**src/rtl/tx_fifo.sv**
```systemverilog
// Transmit FIFO: four 128-bit blocks in, read out as 32-bit words.
// Words leave low word first; a block retires after its fourth word.
module tx_fifo (
  input  logic         clk,
  input  logic         n_rst,
  input  logic [127:0] tx_data_in,
  input  logic         tx_enq,
  input  logic         tx_deq_word,
  input  logic         flush,
  output logic [31:0]  tx_fifo_out,
  output logic [1:0]   word_idx,
  output logic         full,
  output logic         empty,
  output logic         tx_error
);

  typedef enum logic [1:0] {
    IDLE,
    STREAM,
    ERR
  } state_t;

  logic [127:0] mem [4];

  logic [1:0] head_ptr;
  logic [1:0] tail_ptr;
  logic       head_tog;
  logic       tail_tog;
  logic [1:0] idx;
  state_t     state;

  logic       enq_ok;
  logic       deq_ok;
  logic       bad_op;
  logic       retire;
  logic [2:0] head_nxt;
  logic [2:0] tail_nxt;

  assign full  = (tail_ptr == head_ptr) && (tail_tog != head_tog);
  assign empty = (tail_ptr == head_ptr) && (tail_tog == head_tog);

  assign enq_ok = tx_enq && !full;
  assign deq_ok = tx_deq_word && !empty;
  assign bad_op = (tx_enq && full) || (tx_deq_word && empty);
  assign retire = deq_ok && (idx == 2'd3);

  // The 3-bit increment flips the toggle bit on the slot 3 -> 0 wrap.
  assign head_nxt = {head_tog, head_ptr} + {2'd0, retire};
  assign tail_nxt = {tail_tog, tail_ptr} + {2'd0, enq_ok};

  assign word_idx = idx;
  assign tx_error = (state == ERR);

  always_comb begin
    tx_fifo_out = 32'h0;
    if (!empty) begin
      tx_fifo_out = mem[head_ptr][{idx, 5'd0} +: 32];
    end
  end

  always_ff @(posedge clk) begin
    if (enq_ok && !flush) begin
      mem[tail_ptr] <= tx_data_in;
    end
  end

  always_ff @(posedge clk or negedge n_rst) begin
    if (!n_rst) begin
      head_ptr <= 2'd0;
      head_tog <= 1'b0;
      tail_ptr <= 2'd0;
      tail_tog <= 1'b0;
      idx      <= 2'd0;
      state    <= IDLE;
    end else if (flush) begin
      head_ptr <= 2'd0;
      head_tog <= 1'b0;
      tail_ptr <= 2'd0;
      tail_tog <= 1'b0;
      idx      <= 2'd0;
      state    <= IDLE;
    end else begin
      {head_tog, head_ptr} <= head_nxt;
      {tail_tog, tail_ptr} <= tail_nxt;
      if (deq_ok) begin
        idx <= retire ? 2'd0 : idx + 2'd1;
      end
      if (bad_op) begin
        state <= ERR;
      end else begin
        unique case (state)
          IDLE:    if (enq_ok) state <= STREAM;
          STREAM:  if (head_nxt == tail_nxt) state <= IDLE;
          ERR:     state <= ERR;
          default: state <= IDLE;
        endcase
      end
    end
  end

endmodule

```
**config.mk**
```make
export PLATFORM = sky130hd
export DESIGN_NAME = tx_fifo
export DESIGN_NICKNAME = d
export VERILOG_FILES = /design/src/rtl/tx_fifo.sv
export SDC_FILE = /design/constraint.sdc
export NUM_CORES = 1
export LEC_CHECK = 0
export ABC_AREA = 1
export CAP_MARGIN = 10
export CELL_PAD_IN_SITES_DETAIL_PLACEMENT = 1
export CELL_PAD_IN_SITES_GLOBAL_PLACEMENT = 2
export CORE_MARGIN = 4
export CORE_UTILIZATION = 29
export DETAILED_ROUTE_END_ITERATION = 8
export PLACE_DENSITY_LB_ADDON = 0.1
export SLEW_MARGIN = 20
export SYNTH_ARGS = -nofsm -noshare
export SYNTH_HDL_FRONTEND = slang
export SYNTH_SLANG_ARGS = --single-unit
export TNS_END_PERCENT = 1
```
**constraint.sdc**
```tcl
create_clock -name clk -period 23.7 [get_ports clk]
set_input_delay 3.555 -clock clk [delete_from_list [all_inputs] [get_ports clk]]
set_output_delay 3.555 -clock clk [all_outputs]
set_load 0.1 [all_outputs]
```
==> qor.txt <==
DP Wirelength: 35350 um
final clock skew: 0.008894 ns
slowest cell on the critical path: clkdlybuf4s50_1
Slew Limit Fails: 0
area grow syn2layout: 19.98%
Max Cap Viol: 0
total CTS buffers: 60
Bufs on Longest Clock Path: 3
first-pass GRT wire length: 95490 um
Tot GR Track Use: 16.19%
Syn. warnings: 0
Setup WS pre-CTS: 14.52 ns
Avg Cell Area, Syn: 11.95 um2
Worst Tran Pin Value: 1.074 ns
# IOs: 170
post-synthesis async set-or-reset flop share: 1.916%
Synth cell types: 20
adder-cell area share of the yosys netlist: 0.2947%
Num Clock Sinks: 522
# hold bufs at CTS: 0
Synth Flop Type: edfxtp_1
gpl congestion: 0.7239
clk slew on worst S/H paths: 0.06 ns
critical path endpoint category: output pin
Setup violations, final: 0
syn nets: 1914
largest net degree at the start of global routing: 191
full die area: 77580 um2
worst setup margin: 14.01 ns
Final Non-Filler Cells: 2912
# resized after CTS: 0
Residual DRC: 0
CP arrival: 6.13 ns
most common library cells after synthesis: nand2_1, edfxtp_1, nand3_1
Crit Path Class: reg -> out
xor and xnor area share after synthesis: 0.1651%
register bit total from synthesis: 522
status: complete, no violations
Yosys top cell area share: 72.44%
Syn Inst Count: 1776
die extent in x: 278.5 um
setup_tns: 0 ns
Pwr Total: 2.124 mW
Synth area leaders: edfxtp_1, nand2_1, nand3_1
overall routed net length: 63170 um
sequential area share after synthesis: 73.61%
total gr overflow: 0
Post-Place Cells: 2801
mux cell area share after synthesis: 0%
post-layout util: 35.38%
Die H: 278.5 um
nets: 2051
Initial DRT Pass Iterations: 4
Routed WL per cell: 21.69 um
initial drt markers: 700
Hold Path Class: reg -> reg
post-synth top area cell: edfxtp_1
EDFF count, synth: 512
vias in the first global route: 14930
final worst path period share: 40.88%
clk root buf: clkbuf_16
CTS tree: yes
final hold violation count: 0
initial antenna violation count: 4
port buffer count: 169
filler cell count: 7681
Synth Area in Compound Gates: 0.8489%
H-tree Lvls: 2
n_diodes: 0
critical path, cell by cell: inv_6 -> buf_4 -> buf_4 -> nand2_1 -> nand3_1 -> nand3_1 -> nand2_1 -> nand2_1 -> a21oi_1 -> clkdlybuf4s50_1
largest family of logic cells by synthesized area: simple AND/OR/NAND/NOR gates
Vias/cell: 4.731
slowest stage delay, CP: 1.23 ns
RSZ-0062 raised after global routing: false
Antenna Nets Post-Route: 0
Final Critical Period: 9.689 ns
Via Count: 13780
Max IR drop VDD: 0.05411 mV
leakage: 9.009 nW
share of cells above drive strength 1: 5.352%
Initial Util: 29.49%
crit path max fanout: 98
Clk Latency, worst-skew pair: 0.60 ns
simple-gate share of the synthesized area: 21.29%
most common cell in the netlist: nand2_1
Startpoint Class: register
Cell Area, Synth: 21230 um2
Critical Path RT: 20.15 ns
Max Clk Rate: 103.2 MHz
total core area: 71980 um2
critical path's most frequent cell: nand2_1
PwrDens: 83.41 nW/um2
row count: 98
Max transition margin: 28.38%
post-CTS setup buffer count: 0
## state kept, by name (all words and copies together) (netlist names)
register  flops
head_ptr      2
head_tog      1
mem         512
state         2
tail_ptr      2
tail_tog      1
word_idx      2
## through the flow
step | hold slack, ns | instance area (um2)
after floorplan | 0.5079 | 21230
after global placement | 0.5320 | 23610
after detailed placement | 0.5417 | 23610
after CTS | 0.5516 | 25470
after global routing | 0.5789 | 25470
final | 0.5435 | 25470
## cell usage in the layout (no fill, tap or decap), types with 15 or more instances in the layout
master,Yosys,final
a21oi_1,35,35
clkbuf_16,0,61
clkdlybuf4s50_1,0,169
clkinv_1,0,21
edfxtp_1,512,512
inv_1,25,22
nand2_1,666,666
nand3_1,388,388
nor2_1,15,15
## final timing paths
path	cells after the start	slack, ns	startpoint	to
worst max-delay path	10	14.01	head_ptr[0]$_DFF_PN0_	tx_fifo_out[18]
worst min-delay path	3	0.54	state[1]$_DFFE_PN0P_	state[0]$_DFFE_PN0P_
worst max register to register	10	19.35	head_ptr[0]$_DFF_PN0_	mem[2][124]$_DFFE_PP_
worst min register to register	3	0.54	state[1]$_DFFE_PN0P_	state[0]$_DFFE_PN0P_
max in group asynchronous	1	19.98	n_rst	head_ptr[1]$_DFF_PN0_
min in group asynchronous	1	3.31	n_rst	state[1]$_DFFE_PN0P_
## logic make-up (layout without fill, tap and decap cells)
logic type | count (synthesis) | after routing
compound gates | 36 | 36
xor+xnor | 4 | 4
fa+ha+maj | 5 | 5
buf+inv | 136 | 322
flops | 522 | 522
simple gates | 1073 | 1073
## layer usage
layer	share of wire [%]	global-route usage, %	wire, um
met3	4.0	2.995	2555
met2	50	28.58	31570
met1	44	20.94	28000
met4	1.6	3.197	1004
met5	0.065	0	41
## critical path, delay by kind of cell, from the launching register on
kind                   cells  cell delay (ns)
AO/OA/AOI/OAI              1             0.40
buffers and inverters      4             3.67
flip-flops                 1             0.78
AND/OR/NAND/NOR            5             0.50
## power by group
part / internal, mW / switching, mW
logic: 0.0517 / 0.142
clock network: 0.520 / 0.360
registers: 1.04 / 0.00744
## final cells by class
type	count	area (um2)	share of cell area, %
well taps	950	1189	4.668
clock buffers	73	1572	6.171
flip-flops and latches	522	15630	61.39
multi-input cells	1118	4816	18.91
inverters	26	105.1	0.4127
clock inverters	38	289.0	1.135
repair buffers	185	1862	7.311
No activity file was read; power rests on OpenSTA's default activity.
